`config.mk`:
```
export PLATFORM = sky130hd
export DESIGN_NAME = tff_bank_arbiter
export DESIGN_NICKNAME = d
export VERILOG_FILES = /design/src/rtl/tff_bank_arbiter.sv
export SDC_FILE = /design/constraint.sdc
export NUM_CORES = 1
export LEC_CHECK = 0
export CORE_MARGIN = 3
export CORE_UTILIZATION = 44
export CTS_BUF_LIST = sky130_fd_sc_hd__clkbuf_2
export DETAILED_ROUTE_END_ITERATION = 8
export PLACE_DENSITY = 0.79
export SLEW_MARGIN = 25
export SYNTH_ARGS = -nofsm -noshare
export SYNTH_HDL_FRONTEND = slang
export SYNTH_SLANG_ARGS = --single-unit
```
`constraint.sdc`:
```
create_clock -name clk_in -period 4.8 [get_ports clk_in]
set_input_delay 0.48 -clock clk_in [delete_from_list [all_inputs] [get_ports clk_in]]
set_output_delay 0.48 -clock clk_in [all_outputs]
set_load 0.05 [all_outputs]
```
`src/rtl/tff_bank_arbiter.sv`:
```
// tff_bank_arbiter: round-robin arbiter sharing one WIDTH-bit toggle flip-flop bank among NUM_REQ requesters
//   clk_in           clock, all state updates on posedge
//   reset_in         asynchronous active-high reset
//   clear_in         synchronous clear of bank and counter, wins over grants
//   req_in/mask_in   per-requester request and toggle mask (requester i at [i*WIDTH +: WIDTH])
//   ack_out          one-hot pulse, mask of that requester applied at preceding edge
//   q_out            bank state
//   busy_out         any eligible request pending (combinational)
//   toggle_count_out saturating count of bank bits toggled since reset/clear
module tff_bank_arbiter #(
  parameter int NUM_REQ = 4,
  parameter int WIDTH = 8,
  parameter int CNT_W = 16
) (
  input  logic                     clk_in,
  input  logic                     reset_in,
  input  logic                     clear_in,
  input  logic [NUM_REQ-1:0]       req_in,
  input  logic [NUM_REQ*WIDTH-1:0] mask_in,
  output logic [NUM_REQ-1:0]       ack_out,
  output logic [WIDTH-1:0]         q_out,
  output logic                     busy_out,
  output logic [CNT_W-1:0]         toggle_count_out
);
  localparam int PW = $clog2(NUM_REQ);
  logic [PW-1:0] ptr, win;
  logic found;
  logic [NUM_REQ-1:0] elig;
  logic [WIDTH-1:0] win_mask;
  logic [CNT_W:0] sum;
  logic [CNT_W-1:0] cnt_nxt;
  int idx;
  // a requester whose ack is showing is being retired this cycle, so it must not win again
  assign elig = req_in & ~ack_out;
  assign busy_out = |elig;
  always_comb begin
    found = 1'b0;
    win = '0;
    idx = 0;
    for (int k = 0; k < NUM_REQ; k++) begin
      idx = int'(ptr) + k;
      idx = idx >= NUM_REQ ? idx - NUM_REQ : idx;
      if (!found && elig[PW'(idx)]) begin
        found = 1'b1;
        win = PW'(idx);
      end
    end
  end
  always_comb begin
    win_mask = '0;
    for (int i = 0; i < NUM_REQ; i++)
      win_mask = PW'(i) == win ? mask_in[i*WIDTH +: WIDTH] : win_mask;
  end
  // one extra bit catches the carry so the count clamps instead of wrapping
  assign sum = {1'b0, toggle_count_out} + (CNT_W+1)'($countones(win_mask));
  assign cnt_nxt = sum[CNT_W] ? '1 : sum[CNT_W-1:0];
  always_ff @(posedge clk_in or posedge reset_in) begin
    if (reset_in) begin
      q_out <= '0;
      ack_out <= '0;
      toggle_count_out <= '0;
      ptr <= '0;
    end else if (clear_in) begin
      q_out <= '0;
      ack_out <= '0;
      toggle_count_out <= '0;
    end else if (found) begin
      q_out <= q_out ^ win_mask;
      ack_out <= NUM_REQ'(1) << win;
      toggle_count_out <= cnt_nxt;
      ptr <= win == PW'(NUM_REQ-1) ? '0 : win + 1'b1;
    end else begin
      ack_out <= '0;
    end
  end
endmodule

```
Word-level counts from Yosys, hierarchy flattened. Index checks and enable logic that the tools add are counted.

$lt $le $gt $ge: 8. Multiplexer cells: 36. Bitwise gates (word level): 4. Shift operators: 1. Equality and inequality tests: 4. Reduce and logical (&&, ||, !) cells: 10. Add/subtract/negate cells: 16.

Operator list (count): $mux W16 (3); $mux W8 (6); $mux W2 (9); $add A16 B4 Y17 (1); $lt A2 B4 Y1 const B (4); $mux W1 (12); $ge A3 B3 Y1 const B (3); $add A1 B1 Y2 (4); $bmux W1 S2 (4); $mux W4 (2); $sub A2 B1 Y2 const B (4); $xor A8 B8 Y8 (1); $add A2 B2 Y3 (2); $add A2 B2 Y3 const B (2); $add A3 B3 Y4 (1); $and A4 B4 Y4 (1); $eq A2 B2 Y1 const A (2); $not A4 Y4 (1); $reduce_or A4 Y1 (1); $shl A1 B2 Y4 const A (1); $add A2 B1 Y3 const B (1); $ge A2 B3 Y1 const B (1); $logic_and A1 B1 Y1 (3); $logic_not A1 Y1 (3); 7 further kinds (7).

Bits in registers: 30. Output and inout port bits: 29. Word-level logic and storage cells: 83. Bits of input ports: 39.

Logic depth before layout (Yosys ltp).
Word-level depth: 27. Depth in mapped cells: 23. Mapped depth without buffers: 21.

Worst setup path after synthesis. Ideal clock, no wire load.

Path kind: reg2reg. Start point: reg ack_out[0]. End point: reg toggle_count_out[10]. Data required time: 4.713 ns. Period minus slack after synthesis: 5.588 ns. Arrival time: 5.501 ns. Library setup time: 0.087 ns. Stages on the path, launching flop included: 23. Path slack: -0.788 ns. Cell sequence: dfrtp_1 -> nand2b_1 -> nor2_1 -> a21oi_1 -> o221ai_1 -> inv_1 -> ha_1 -> nor2_1 -> clkbuf_1 -> a31oi_1 -> fa_1 -> inv_1 -> fa_1 -> fa_1 -> fa_1 -> inv_1 -> fa_1 -> a211oi_1 -> nor2_1 -> and4_4 -> buf_6 -> o2111a_1 -> a211oi_2.

Longest elaborated chain between the ends: 27.

Ends and longest elaborated chain: start: declaration (RTL line 20) `output logic [NUM_REQ-1:0] ack_out,`; start signal: assignment (RTL line 69) `ack_out <= NUM_REQ'(1) << win;`; $not A4 Y4 (*) (RTL line 34) `assign elig = req_in & ~ack_out;`; $and A4 B4 Y4 (*) (RTL line 34); $bmux W1 S2 (RTL line 43) `if (!found && elig[PW'(idx)]) begin`; $mux W1 (not written as such) (2 in series) (RTL line 43); $mux W1 (RTL line 43); $logic_not A1 Y1 (RTL line 43); $logic_and A1 B1 Y1 (RTL line 43); $mux W1 (RTL line 43); (+7 left out); $mux W8 (4 in series) (RTL line 52) `win_mask = PW'(i) == win ? mask_in[i*WIDTH +: WIDTH] : win_mask;`; $add A1 B1 Y2 (not written as such) (RTL line 55) `assign sum = {1'b0, toggle_count_out} + (CNT_W+1)'($countones(win_mask));`; $add A2 B2 Y3 (not written as such) (RTL line 55); $add A3 B3 Y4 (not written as such) (RTL line 55); $add A16 B4 Y17 (RTL line 55); $mux W16 (RTL line 56) `assign cnt_nxt = sum[CNT_W] ? '1 : sum[CNT_W-1:0];`; $mux W16 (RTL line 67) `end else if (found) begin`; $mux W16 (RTL line 63) `end else if (clear_in) begin`; end signal: assignment (RTL line 70) `toggle_count_out <= cnt_nxt;`; end: declaration (RTL line 23) `output logic [CNT_W-1:0] toggle_count_out`.

Mark *: on every way between the ends. The rest lies on a longest branch, timed or not. The select of a mux whose other input is x is not followed. A chain may end at the register's enable or synchronous reset.

Worst setup path after layout.
Start point: in req_in[3]. End point: reg toggle_count_out[13].

Longest elaborated chain between the ends: 26.

Ends and longest elaborated chain: start: declaration (RTL line 18) `input logic [NUM_REQ-1:0] req_in,`; $and A4 B4 Y4 (*) (RTL line 34); $bmux W1 S2 (RTL line 43); $mux W1 (not written as such) (2 in series) (RTL line 43); $mux W1 (RTL line 43); $logic_not A1 Y1 (RTL line 43); $logic_and A1 B1 Y1 (RTL line 43); $mux W1 (RTL line 43); $logic_not A1 Y1 (RTL line 43); (+6 left out); $mux W8 (4 in series) (RTL line 52); $add A1 B1 Y2 (not written as such) (RTL line 55); $add A2 B2 Y3 (not written as such) (RTL line 55); $add A3 B3 Y4 (not written as such) (RTL line 55); $add A16 B4 Y17 (RTL line 55); $mux W16 (RTL line 56); $mux W16 (RTL line 67); $mux W16 (RTL line 63).

Marked as above.

==> results <==
- The kind of end point of the critical path is a flip-flop.
- The largest net degree at the start of global routing is 31.
- The leakage power is 1.37 nW.
- The critical path required time is 5.04 ns.
- After synthesis, flip-flops and latches occupy 34.7% of the total area.
- Clock tree synthesis inserted a total of 5 buffers.
- The number of enable-type register cells in the synthesized netlist is 0.
- Cells with a size suffix above 1 make up 28.3% of the layout.
- The setup clock skew after layout is 0.00886 ns.
- Across the run, the number of max-cap violations was 0.
- The synthesized instance count is 235.
- In this run the horizontal extent of the chip is 76.1 um.
- The critical path class is in -> reg.
- The final count of pins violating max slew is 0.
- In this run the power density over the cells is 896 nW/um2.
- The number of nets in the synthesized netlist is 289.
- The synthesized netlist contains 49 unique library cells.
- The number of primary I/O pins is 68.
- The via count of the first global-routing pass is 2326.
- The clock-pin slew on the worst setup and hold paths is 0.16 ns.
- The finished layout cell area is 3380 um2.
- Using the TritonRoute via totals, the vias-per-cell ratio works out to 5.77.
- The relative area change from synthesis to final layout is 56.2%.
- Setup repair after global routing could not meet its margin everywhere.
- The share of flip-flops with an asynchronous set or reset is 100%.
- The final weighted congestion of routability-driven global placement is 0.906.
- From bottom edge to top edge, the die measures 76.1 um.
- Data on the critical path arrives at its endpoint at 5.14 ns.
- Counting flops and latches in the post-synthesis netlist gives 30.
- The predominant post-synthesis flop cell is sky130_fd_sc_hd__dfrtp_1.
- The final count of hold timing violations is 0.
- The cell type with the highest occurrence count on the critical path is sky130_fd_sc_hd__fa_1.
- The number of detailed-route iterations in the first pass is 5.
- The normalized max-slew margin is 58.4%.
- The post-detailed-placement cell area is 3150 um2.
- The average cell area after synthesis is 9.20 um2.
- The final critical-path share of the clock period is 102%.
- The number of standard-cell rows in the floorplan is 24.
- The die covers 5790 um2.
- The stage delay of the slowest cell on the critical path is 0.53 ns.
- The total number of vias is 2272.
- The type of origin of the critical path is a primary input.
- The maximum clock frequency is 0.204 GHz.
- The flow ran to the end, but the final reports show violations.
- The initial antenna violation count is 0.
- Setup violations remaining at the end of the flow were counted as 13.
- The number of violations reported at the end of detailed-routing iteration 0 is 117.
- The slowest library cell on the worst path is sky130_fd_sc_hd__fa_1.
- For the worst-skew pair, the clock arrives at the later sink with an insertion delay of 0.36 ns.
- The count of placed standard cells in the final layout, fillers left out is 394.
- The final layout contains routed wiring with a total length of 6990 um.
- For the pin with the worst max-slew slack, the measured transition is 0.624 ns.
- The min-delay analysis places its worst path in the category in -> async.
- The synthesized area is 2160 um2.
- The largest fanout of any net on the critical path is 5.
- TritonCTS built the clock tree.
- In this run, placement finished with an instance count of 381.
- The total of buffers placed on input and output ports is 67.
- The signal on the critical path passes through clkdlybuf4s50_1, nor2b_4, o22ai_2, nand2_1, o221ai_2, inv_2, ha_4, nand2b_4, o22ai_2, a31oi_1, fa_1, inv_1, fa_1, fa_1, fa_2, inv_2, fa_2, a211oi_4, nor3_2, buf_4, o41ai_2, a21oi_1.
- The final HPWL from detailed placement is 4850 um.
- In this run the standard cell core region covers 4530 um2.
- Across every metal layer, demand over resource in global routing totals 24.4%.
- The H-tree was split into 2 levels.
- The cell type with the highest aggregate area in the netlist is sky130_fd_sc_hd__dfrtp_1.
- The minimum clock period is 4.90 ns.
- The maximum count of clock buffers along a single path is 2.
- Yosys attributes the largest share of cell area to sky130_fd_sc_hd__dfrtp_1 (35%), sky130_fd_sc_hd__ha_1 (5.8%), sky130_fd_sc_hd__a311oi_1 (5.7%).
- The leftover overflow at the end of global routing is 0.
- The number of antenna diodes in the final layout is 0.
- The mean routed wirelength per cell is 17.7 um.
- After detailed routing, the number of remaining DRC violations is 0.
- The clock drives 30 sinks.
- In the post-route analysis, the smallest setup slack over all paths is -0.102 ns.
- The critical path contains buffers and inverters numbering 5 combined.
- After the last flow step, the layout net total stands at 382.
- The fraction of post-synthesis cell area in the top cell type by area is 34.7%.
- The starting utilization of the core area is 47.7%.
- The filler cell count is 330.
- The worst-case vdd ir drop is 0.987 mV.
- Yosys printed 0 warnings.
- The wire length of the first global-routing pass is 11600 um.
- The root buffer cell is sky130_fd_sc_hd__clkbuf_2.
- The kind of cell adding the most delay to the critical path is adder cells.
- In this run the remaining antenna-violating nets after routing total 0.
- The checks that failed: setup timing.
[flip-flops by register name (all words and copies together), names as in the netlist]
signal	cells
ack_out	4
toggle_count_out	16
q_out	8
ptr	2
[metrics by stage]
stage	total power [mW]	TNS [ns]	utilization [%]	hold WS [ns]	worst slack [ns]
after floorplan	1.94	-0.998	-	0.547	-0.173
after global placement	2.64	-8.81	69.4	0.515	-0.674
after detailed placement	2.61	-11.23	69.4	0.516	-0.803
after CTS	2.83	-0.430	72.5	0.479	-0.0814
after global routing	3.32	-3.94	74.5	0.462	-0.352
final	3.03	-0.607	74.5	0.482	-0.102
[worst register-to-register path: cells and delay by family, from the launching register on]
kind	cells	cell delay, ns
buffers and inverters	4	0.35
AOI/OAI and AO/OA	7	1.16
and+or+nand+nor	4	0.51
DFF	1	0.46
adders and majority gates	6	2.26
[kinds of logic after synthesis]
kind of cell,count (synthesis),synth area share (%)
compound gates,65,21.7
xor+xnor,10,4.05
fa+ha+maj,15,10.4
buf+inv,21,4.11
flops,30,34.7
mux,2,1.04
simple gates,92,24.0
[final timing paths]
kind | start | end | slack, ns | cells past startpoint
max | req_in[3] | toggle_count_out[13] | -0.10 | 22
min in group clk_in | toggle_count_out[10] | toggle_count_out[10] | 0.55 | 1
min reg2reg | toggle_count_out[10] | toggle_count_out[10] | 0.55 | 1
max reg2reg | ack_out[0] | toggle_count_out[13] | -0.07 | 21
min | reset_in | ack_out[0] | 0.48 | 3
max in group asynchronous | reset_in | ack_out[3] | 4.00 | 3
[timing repair]
item                                   4_1_cts  5_1_grt
gates resized for setup                     22       11
hold buffers                                 0        0
pin swaps                                   16       12
buffers inserted                             2        3
setup endpoints to repair                   16       16
endpoints found under the hold margin        0        0
[synth_stat cells, types with 2 or more instances]
cell,n
sky130_fd_sc_hd__xnor2_1,9
sky130_fd_sc_hd__nand3_1,5
sky130_fd_sc_hd__nor3_1,5
sky130_fd_sc_hd__nand2_1,19
sky130_fd_sc_hd__nand4_1,2
sky130_fd_sc_hd__fa_1,5
sky130_fd_sc_hd__mux2_2,2
sky130_fd_sc_hd__and4_1,5
sky130_fd_sc_hd__a31oi_1,7
sky130_fd_sc_hd__o22ai_1,9
sky130_fd_sc_hd__buf_2,2
sky130_fd_sc_hd__ha_1,10
sky130_fd_sc_hd__clkbuf_1,8
sky130_fd_sc_hd__a311oi_1,14
sky130_fd_sc_hd__and3_1,4
sky130_fd_sc_hd__inv_1,8
sky130_fd_sc_hd__nor2b_1,5
sky130_fd_sc_hd__nor2_1,23
sky130_fd_sc_hd__and2_1,4
sky130_fd_sc_hd__a31o_2,5
sky130_fd_sc_hd__o21ai_0,4
sky130_fd_sc_hd__a21oi_1,13
sky130_fd_sc_hd__nand3b_1,7
sky130_fd_sc_hd__nand2b_1,5
sky130_fd_sc_hd__dfrtp_1,30
sky130_fd_sc_hd__a41o_1,2
[layer usage]
layer | track usage, % | part of all wire, % | up-vias
met3 | 6.15 | 6.9 | 19
met5 | 0 | 0 | -
met1 | 31.2 | 44 | 1081
li1 | - | - | 1061
met2 | 41.0 | 47 | 111
met4 | 6.70 | 2.0 | 0
[report_power, final]
| group | internal [mW] | switching (mW) | total (mW) |
|---|---|---|---|
| registers | 0.324 | 0.0557 | 0.380 |
| logic | 1.26 | 1.26 | 2.51 |
| clock network | 0.0430 | 0.0881 | 0.131 |
[placed cells by master, fill, tap and decap left out, types with 3 or more instances in the layout]
cell / netlist / final
sky130_fd_sc_hd__dlygate4sd2_1: 0 / 3
sky130_fd_sc_hd__clkbuf_2: 0 / 8
sky130_fd_sc_hd__nor2b_1: 5 / 3
sky130_fd_sc_hd__inv_2: 1 / 4
sky130_fd_sc_hd__nor3_1: 5 / 3
sky130_fd_sc_hd__clkdlybuf4s50_1: 0 / 63
sky130_fd_sc_hd__nor3_2: 1 / 3
sky130_fd_sc_hd__o22ai_1: 9 / 5
sky130_fd_sc_hd__inv_1: 8 / 5
sky130_fd_sc_hd__a31oi_1: 7 / 5
sky130_fd_sc_hd__and3_1: 4 / 4
sky130_fd_sc_hd__nor2_1: 23 / 21
sky130_fd_sc_hd__nand2b_4: 0 / 3
sky130_fd_sc_hd__and4_1: 5 / 5
sky130_fd_sc_hd__dfrtp_2: 0 / 4
sky130_fd_sc_hd__a31o_2: 5 / 5
sky130_fd_sc_hd__nand2_1: 19 / 19
sky130_fd_sc_hd__fa_1: 5 / 3
sky130_fd_sc_hd__o22ai_2: 0 / 3
sky130_fd_sc_hd__dfrtp_1: 30 / 26
sky130_fd_sc_hd__ha_1: 10 / 6
sky130_fd_sc_hd__a311oi_2: 0 / 3
sky130_fd_sc_hd__a311oi_1: 14 / 11
sky130_fd_sc_hd__buf_4: 0 / 29
sky130_fd_sc_hd__nor2b_4: 1 / 4
sky130_fd_sc_hd__xnor2_1: 9 / 9
sky130_fd_sc_hd__ha_4: 0 / 4
sky130_fd_sc_hd__nand3b_1: 7 / 7
sky130_fd_sc_hd__a21oi_1: 13 / 11
sky130_fd_sc_hd__and2_1: 4 / 3
sky130_fd_sc_hd__nand3_1: 5 / 5
[cell type report]
cell class | count | area (um2) | share of cell area (%)
Multi-Input combinational cell | 184 | 1560 | 46.3
Tap cell | 65 | 81.3 | 2.41
Clock buffer | 8 | 40.0 | 1.19
Sequential cell | 30 | 756 | 22.4
Timing Repair Buffer | 98 | 902 | 26.7
Inverter | 9 | 33.8 | 1.00
Power figures use the tool's default switching activity.
